**src/rtl/key_debounce_pkg.sv**
```systemverilog
// ----------------------------------------------------------------------------
// key_debounce_pkg
// Shared FSM package. It holds the debouncer state encodings, which the
// downstream control FSM also decodes, and the default confirmation length.
// ----------------------------------------------------------------------------
package key_debounce_pkg;

  // The encodings are fixed because the downstream control FSM and any
  // observer of the 'state' port decode them directly.
  typedef enum logic [1:0] {
    LOW      = 2'b00,
    CHK_HIGH = 2'b01,
    HIGH     = 2'b10,
    CHK_LOW  = 2'b11
  } state_t;

  // Number of consecutive confirming samples needed after entering a check
  // state. Legal range is 1..255 because the counter is 8 bits wide.
  localparam int DEBOUNCE_CYCLES_DEFAULT = 4;

endpackage : key_debounce_pkg

```
**src/rtl/sync_2ff.sv**
```systemverilog
// ----------------------------------------------------------------------------
// sync_2ff
// Two-flop synchronizer that brings an asynchronous level into the Clock
// domain. Both flops clear to 0 on synchronous active-low Reset.
//   Clock : system clock, rising edge
//   Reset : synchronous, active low
//   d     : asynchronous input level
//   q     : synchronized level (second flop)
// ----------------------------------------------------------------------------
module sync_2ff (
  input  logic Clock,
  input  logic Reset,
  input  logic d,
  output logic q
);

  logic sync1;

  // NOTE: sequential state uses non-blocking assignments so that every flop
  // samples the pre-edge value of its neighbour; with blocking assignments
  // d would pass straight through both stages in one edge.
  always_ff @(posedge Clock) begin
    if (!Reset) begin
      sync1 <= 1'b0;
      q     <= 1'b0;
    end else begin
      sync1 <= d;
      q     <= sync1;
    end
  end

endmodule : sync_2ff

```
**src/rtl/key_debounce.sv**
```systemverilog
// ----------------------------------------------------------------------------
// key_debounce
// Debounces a raw key/sensor level. The level is synchronized, then a
// four-state FSM requires DEBOUNCE_CYCLES consecutive confirming samples
// after entering a check state before the clean output A follows.
//   Clock  : system clock, rising edge
//   Reset  : synchronous, active low
//   key_in : raw asynchronous, bouncing level
//   A      : debounced level
//   A_rise : one-cycle pulse in the first cycle A reads 1
//   A_fall : one-cycle pulse in the first cycle A reads 0
//   glitch : one-cycle pulse when a check state aborts
//   state  : registered FSM state (key_debounce_pkg::state_t encoding)
// Latency from the first edge sampling a stable new level to A changing is
// DEBOUNCE_CYCLES+3 edges: two synchronizer edges, one edge to enter the
// check state, then DEBOUNCE_CYCLES confirming edges.
// ----------------------------------------------------------------------------
module key_debounce
  import key_debounce_pkg::*;
#(
  parameter int DEBOUNCE_CYCLES = DEBOUNCE_CYCLES_DEFAULT
) (
  input  logic       Clock,
  input  logic       Reset,
  input  logic       key_in,
  output logic       A,
  output logic       A_rise,
  output logic       A_fall,
  output logic       glitch,
  output logic [1:0] state
);

  // Terminal count: a check completes on the sample that finds cnt here, so
  // cnt never exceeds DEBOUNCE_CYCLES-1 and cannot wrap.
  localparam logic [7:0] CNT_LAST = 8'(DEBOUNCE_CYCLES - 1);

  logic       sync2;
  state_t     cur_state, nxt_state;
  logic [7:0] cnt, nxt_cnt;
  logic       nxt_a, nxt_rise, nxt_fall, nxt_glitch;

  sync_2ff u_sync (
    .Clock (Clock),
    .Reset (Reset),
    .d     (key_in),
    .q     (sync2)
  );

  always_ff @(posedge Clock) begin
    if (!Reset) begin
      cur_state <= LOW;
      cnt       <= '0;
      A         <= 1'b0;
      A_rise    <= 1'b0;
      A_fall    <= 1'b0;
      glitch    <= 1'b0;
    end else begin
      cur_state <= nxt_state;
      cnt       <= nxt_cnt;
      A         <= nxt_a;
      A_rise    <= nxt_rise;
      A_fall    <= nxt_fall;
      glitch    <= nxt_glitch;
    end
  end

  // NOTE: every output of this block gets a default before the case, so no
  // path leaves a signal unassigned and no latch is inferred. The pulse
  // defaults of 0 are also what makes each pulse last a single cycle.
  always_comb begin
    nxt_state  = cur_state;
    nxt_cnt    = cnt;
    nxt_a      = A;
    nxt_rise   = 1'b0;
    nxt_fall   = 1'b0;
    nxt_glitch = 1'b0;

    case (cur_state)
      LOW: begin
        if (sync2) begin
          nxt_state = CHK_HIGH;
          nxt_cnt   = '0;
        end
      end

      CHK_HIGH: begin
        if (!sync2) begin
          nxt_state  = LOW;
          nxt_cnt    = '0;
          nxt_glitch = 1'b1;
        end else if (cnt == CNT_LAST) begin
          nxt_state = HIGH;
          nxt_a     = 1'b1;
          nxt_rise  = 1'b1;
        end else begin
          nxt_cnt = cnt + 8'd1;
        end
      end

      HIGH: begin
        if (!sync2) begin
          nxt_state = CHK_LOW;
          nxt_cnt   = '0;
        end
      end

      CHK_LOW: begin
        if (sync2) begin
          nxt_state  = HIGH;
          nxt_cnt    = '0;
          nxt_glitch = 1'b1;
        end else if (cnt == CNT_LAST) begin
          nxt_state = LOW;
          nxt_a     = 1'b0;
          nxt_fall  = 1'b1;
        end else begin
          nxt_cnt = cnt + 8'd1;
        end
      end

      // Only reachable through an upset of the state register.
      default: begin
        nxt_state = LOW;
        nxt_cnt   = '0;
        nxt_a     = 1'b0;
      end
    endcase
  end

  assign state = cur_state;

endmodule : key_debounce

```
**config.mk**
```make
export PLATFORM = sky130hd
export DESIGN_NAME = key_debounce
export DESIGN_NICKNAME = d
export VERILOG_FILES = /design/src/rtl/key_debounce_pkg.sv /design/src/rtl/sync_2ff.sv /design/src/rtl/key_debounce.sv
export SDC_FILE = /design/constraint.sdc
export NUM_CORES = 1
export LEC_CHECK = 0
export CORE_UTILIZATION = 30
export CTS_CLUSTER_SIZE = 30
export DETAILED_ROUTE_END_ITERATION = 12
export SLEW_MARGIN = 20
export SYNTH_ARGS = -nofsm -noshare
export SYNTH_HDL_FRONTEND = slang
export SYNTH_SLANG_ARGS = --single-unit
export TNS_END_PERCENT = 1
```
**constraint.sdc**
```tcl
create_clock -name Clock -period 1.85 [get_ports Clock]
set_clock_uncertainty 0.1 [all_clocks]
set_input_delay 0.37 -clock Clock [delete_from_list [all_inputs] [get_ports Clock]]
set_output_delay 0.37 -clock Clock [all_outputs]
set_load 0.01 [all_outputs]
```
==> results.md, run 1 <==
- Status: finished clean
- Post-synth top area share: 0.442
- Largest net degree at the start of global routing: 10
- Slew of the pin with the lowest slew margin: ~0.37 ns
- Latest clock arrival within the worst-skew pair: 0.29 ns
- Crit path cell chain: clkdlybuf4s50_1
- Synthesized instance count: 78
- Root Buffer: clkbuf_4
- Synth warn: 0
- Drt first pass iters: 4
- Worst hold path class: reg2reg
- I/O pin cnt: 9
- Non-Filler Instances: 119
- Worst-path clk slew: roughly 0.09 ns
- Filler Cell Count: about 240
- Final Wtd Congestion: ~0.74
- Initial antenna violation count: 0
- Count of final max-slew check failures: 0
- IO buf count: 8
- Synth-to-Final Area Change: 23.7%
- P_int: between 0.4 and 0.5 mW
- CTS tree: yes
- Setup crit end: state[1]
- Leakage: 0.324 nW
- Fraction of the mapped netlist area in adder cells: 0.0173
- Final hold vios: 0
- Wire per inst: around 11 µm
- Crit start category: register
- Yosys top cell by area: dfxtp_1
- Die area: around 2600 µm²
- Initial DRC count: 11
- Synth async-reset ratio: 0
- Period utilization: 0.937
- Worst slew margin relative to its limit: 0.753
- Final #Nets: 96
- Initial Util: 0.321
- Register area share after synthesis: 0.442
- Comb power frac: 0.056
- PwrDens: 691 nW/µm²
- Crit Path Category: reg2out
- Sw Share: 0.212
- Clk pwr share: 0.373
- Critical path's largest stage delay: between 0.5 and 0.6 ns
- Clk buf depth: 2
- Crit. End Element: output pin
- CP top delay family: buffers and inverters
- Main synth FF type: dfxtp_1
- CP max stage cell: clkdlybuf4s50_1
- Post-synthesis average cell area: around 9.3 µm²
- # clock sinks: 16
- Mux cell area share after synthesis: 0.0432
- Tot GR Track Use: 0.109
- Total power: 0.619 mW
- CTS buffer count: 3
- Reg2reg path depth: 5
- RSZ-0062 raised after global routing: no
- XOR/XNOR Fraction of Synth Area: 0.0466
- Synth Area in Simple Gates: 0.237
- Worst flop-to-flop path endpoint: A$_SDFFE_PN0P_
- Fmax: 577 MHz
- # diodes: 0
- Antenna Nets Post-Route: 0
- Die width: roughly 51 µm
- Most frequent cell after synthesis: dfxtp_1
- Post-synth EDFFs: 0
- Combinational family with the most area after synthesis: simple AND/OR/NAND/NOR gates
- Placed cell count: 115
- Global route overflow: 0
- Sequential share of power: 0.571
- Netlist cell types: 33
- Vias: 577
- Max-cap viol count: 0
- DP HPWL: around 940 µm
- Row cnt: 17
- Critical Path RT: roughly 1.4 ns
- Critical-path maximum fanout: 7
- Post-CTS Hold Buffers: 0
- # setup viols final: 0
- Yosys reg bits: 16
- Commonest cells in the netlist: dfxtp_1, nor2_1, nand2_1
- Final min period: between 1.5 and 2 ns
- H-Tree Depth: 1
- Core Box Area: about 2300 µm²
- Synth area leaders: dfxtp_1, nor2_1, nand3_1
- Maximum VDD drop: 0.487 mV
- Die height: ~51 µm
- Setup tns final: 0 ns
- Switching power total: around 0.13 mW
- Worst Path Buf+Inv: 1
- Final wirelength: between 1000 and 1500 µm
- First-pass GRT wire length: ~2000 µm
- Depth of the worst hold-timing path: 1
- Worst Path Arrival: approximately 1.3 ns
- Number of vias per cell: between 4 and 5
- Compound-Gate Fraction of Synth Area: 0.181
- Setup slack, reg-to-reg: around 0.16 ns
- DRC: 0
- Vias in the first global route: 459
- RR Startpoint: cnt[0]$_SDFFE_PN0P_
- Cell Area, Synth: roughly 720 µm²
- Critical path depth in cells: 1
- Synthesized Nets: about 80
- Layout cells sized above 1: 0.154
-- logic make-up (layout without fill, tap and decap cells) --
family,after synthesis,count (layout)
AO/OA/AOI/OAI,18,18
XOR/XNOR,3,3
AND/OR/NAND/NOR,31,31
multiplexers,3,3
adder cells (fa/ha/maj),1,1
buffers and inverters,6,19
flip-flops,16,16
-- power groups by stage --
stage,combinational [mW],sequential (mW),clock (mW)
2_1_floorplan,0.0174,0.362,0
3_3_place_gp,0.0348,0.361,0
3_5_place_dp,0.0343,0.362,0
4_1_cts,0.0345,0.354,0.242
5_1_grt,0.0384,0.354,0.264
6_report,0.0349,0.353,0.231
-- how the worst min path moves through the flow --
stage | from | endpoint | slack [ns]
after floorplan | u_sync.sync1$_SDFF_PN0_ | u_sync.q$_SDFF_PN0_ | 0.31
after global placement | u_sync.sync1$_SDFF_PN0_ | u_sync.q$_SDFF_PN0_ | 0.32
after detailed placement | u_sync.sync1$_SDFF_PN0_ | u_sync.q$_SDFF_PN0_ | 0.33
after CTS | u_sync.sync1$_SDFF_PN0_ | u_sync.q$_SDFF_PN0_ | 0.35
after global routing | u_sync.sync1$_SDFF_PN0_ | u_sync.q$_SDFF_PN0_ | 0.38
final | u_sync.sync1$_SDFF_PN0_ | u_sync.q$_SDFF_PN0_ | 0.35
-- layer usage --
| layer | part of all wire | up-vias | global-route usage |
|---|---|---|---|
| met5 | 0 | - | 0 |
| met4 | 0.0094 | 0 | 0.0417 |
| met3 | 0.036 | 2 | 0.0536 |
| met2 | 0.42 | 8 | 0.138 |
| met1 | 0.53 | 262 | 0.152 |
| li1 | - | 305 | - |
-- cell type report --
| type | instances | area, µm² | share of cell area |
|---|---|---|---|
| clock buffers | 4 | 36.3 | 0.0405 |
| inverters | 4 | 15.0 | 0.0168 |
| multi-input cells | 56 | 385 | 0.430 |
| flip-flops and latches | 16 | 322 | 0.359 |
| well taps | 28 | 35.0 | 0.0391 |
| repair buffers | 11 | 103 | 0.115 |
-- timing repair --
action / 4_1_cts / 5_1_grt
gates resized for setup: 1 / 1
setup endpoints to repair: 1 / 1
setup buffers: 0 / 0
-- through the flow --
| step | hold WS (ns) | area [µm²] | utilization | setup slack, ns |
|---|---|---|---|---|
| after CTS | 0.353 | 891 | 0.395 | 0.0999 |
| after global placement | 0.321 | 853 | 0.378 | 0.0913 |
| after detailed placement | 0.334 | 853 | 0.378 | 0.0127 |
| after floorplan | 0.312 | 724 | - | 0.301 |
| after global routing | 0.380 | 896 | 0.397 | 0.0438 |
| final | 0.346 | 896 | 0.397 | 0.117 |
-- cell usage in the layout (no fill, tap or decap), types with 2 or more instances in the layout --
master	n
nor2_1	9
o21ai_0	2
a31oi_1	2
a21oi_1	2
and2_1	2
nor4_1	2
dfxtp_1	15
o21ai_1	3
xor2_1	2
clkdlybuf4s50_1	8
a21boi_0	2
inv_1	4
clkbuf_4	3
nand3_1	5
buf_4	3
mux2i_1	2
nand2_1	6
-- sequential cells by signal, summed over array words and instances (netlist names), named ones only --
register / cells
cnt: 8
A: 1
A_fall: 1
A_rise: 1
glitch: 1
state: 1
u_sync.q: 1
u_sync.sync1: 1
(Power assumes the default switching activity.)
==> run 2, diff against run 1 <==
Settings changed: DONT_BUFFER_PORTS from default to 1, GPL_ROUTABILITY_DRIVEN from default to 0.
==> run 2 against run 1 <==
Against the previous run:
- combinational power is 39% lower
- routed wire length grew 0.71%
- cell area down 11%
- sequential power about the same
- highest routed layer unchanged
==> results.md, run 2 (synthesized netlist as in run 1, its figures left out) <==
- Status: finished clean
- Worst Path Arrival: 1.80 ns (+0.54 ns)
- Row cnt: 17 (unchanged)
- Drt first pass iters: 4 (unchanged)
- Latest clock arrival within the worst-skew pair: 0.28 ns (about the same)
- Initial Util: 0.321 (unchanged)
- Initial antenna violation count: 0 (unchanged)
- Worst slew margin relative to its limit: 0.736 (-0.0177)
- Max reg flops: 8 (unchanged)
- Worst hold path class: in2reg
- DRC: 0 (unchanged)
- Most frequent cells in the layout: dfxtp_1, nor2_1, nand2_1
- Maximum VDD drop: 0.458 mV (-5.9%)
- Reg with most FFs: cnt
- RSZ-0062 raised after global routing: no
- Post-CTS Hold Buffers: 0 (unchanged)
- Initial DRC count: 9 (-2)
- Max Used Layer: met4
- Crit Path Category: reg2reg
- Max-cap viol count: 0 (unchanged)
- PwrDens: 694 nW/µm² (+0.37%)
- WL met1: 627 µm (-7.0%)
- DP HPWL: 957 µm (+1.8%)
- Vias in the first global route: 496 (+8.1%)
- Wire per inst: 11.8 µm (+9.9%)
- Count of final max-slew check failures: 0 (unchanged)
- # clock sinks: 16 (unchanged)
- IO buf count: 0 (-8)
- I/O pin cnt: 9 (unchanged)
- H-Tree Depth: 1 (unchanged)
- Routed length on met3: 37 µm (-20%)
- Final worst slack: 0.172 ns (+0.0551 ns)
- Critical Path RT: 1.97 ns (+0.59 ns)
- Crit start category: register
- Slew of the pin with the lowest slew margin: 0.395 ns (+0.0265 ns)
- Global route overflow: 0 (unchanged)
- Clk buf depth: 2 (unchanged)
- # diodes: 0 (unchanged)
- First-pass GRT wire length: 2130 µm (+4.8%)
- Antenna Nets Post-Route: 0 (unchanged)
- Tot GR Track Use: 0.111 (+0.00243)
- Vias: 547 (-5.2%)
- Crit. End Element: register
- Root Buffer: clkbuf_4
- Core Box Area: 2250 µm² (unchanged)
- Final hold vios: 0 (unchanged)
- # setup viols final: 0 (unchanged)
- Die area: 2620 µm² (unchanged)
- Die width: 51.1 µm (unchanged)
- Setup tns final: 0 ns (unchanged)
- Final min period: 1.68 ns (-0.0551 ns)
- CTS tree: yes
- Synth-to-Final Area Change: 9.50%
- Final #Nets: 87 (-9.4%)
- Layout cells sized above 1: 0.136 (-0.0180)
- Most common cell after layout, fill and taps aside: dfxtp_1
- Detailed-routed wire length on met2: 593 µm (+9.8%)
- Critical-path maximum fanout: 4 (-3)
- Number of vias per cell: 5.02 (+3.5%)
- Die height: 51.1 µm (unchanged)
- Post-place setup slack: 0.134 ns (+0.122 ns)
- CTS buffer count: 3 (unchanged)
- Fmax: 596 MHz (+3.3%)
- Period utilization: 0.907 (-0.0298)
- Worst-path clk slew: 0.08 ns (about the same)
- Final wirelength: 1280 µm (+0.71%)
- Largest net degree at the start of global routing: 12 (+2)
- Leakage: 0.285 nW (-12%)
[run 2: changes by cell type in the layout (fill, tap and decap cells not counted)]
cell             before  now
clkdlybuf4s50_1       8    0
buf_4                 3    2
clkbuf_8              1    0
dfxtp_2               1    0
dfxtp_1              15   16
[run 2: repair_timing]
item | 4_1_cts | 5_1_grt
endpoints found under the setup margin | 0 | 1
setup buffers | 0 | 0
resized for setup | 0 | 1
[run 2: report_power, final]
| group | total [mW] | switching [mW] | leakage, nW | internal, mW |
|---|---|---|---|---|
| logic | 0.0213 | 0.0120 | 0.142 | 0.00924 |
| registers | 0.355 | 0.00526 | 0.130 | 0.349 |
| clock network | 0.174 | 0.0988 | 0.0138 | 0.0755 |
[run 2: final cells by class]
class                   instances  area [µm²]
clock buffers                   3        22.5
fillers                       242        1460
inverters                       4        15.0
multi-input cells              56         385
flip-flops and latches         16         320
well taps                      28        35.0
repair buffers                  2        15.0
[run 2: worst paths after layout]
kind / from / end / slack, ns / depth (start not counted)
setup / recovery: cnt[0]$_SDFFE_PN0P_ / cnt[0]$_SDFFE_PN0P_ / 0.17 / 5
hold / removal: Reset / u_sync.sync1$_SDFF_PN0_ / 0.11 / 1
setup reg to reg: cnt[0]$_SDFFE_PN0P_ / cnt[0]$_SDFFE_PN0P_ / 0.17 / 5
hold reg to reg: u_sync.sync1$_SDFF_PN0_ / u_sync.q$_SDFF_PN0_ / 0.35 / 1
[run 2: critical path: stages, from the launching register on]
cell,delay [ns]
dfxtp_1,0.38
ha_1,0.23
nor4b_4,0.31
nand2_1,0.19
o31ai_2,0.24
mux2_2,0.19
[run 2: through the flow]
step                total power [mW]  hold slack [ns]   util  instances  area [µm²]
detailed placement             0.383            0.329  0.340        106         766
CTS                            0.560           0.0989  0.350        109         788
finish                         0.550            0.113  0.352        109         793
global route                   0.577           0.0996  0.352        109         793
floorplan                      0.380            0.312      -         78         724
global placement               0.383            0.326  0.340        106         766
[run 2: per-layer routing]
| layer | vias up | global-route usage |
|---|---|---|
| li1 | 286 | - |
| met1 | 250 | 0.136 |
| met5 | - | 0 |
| met4 | 0 | 0.0556 |
| met3 | 5 | 0.0357 |
| met2 | 6 | 0.173 |
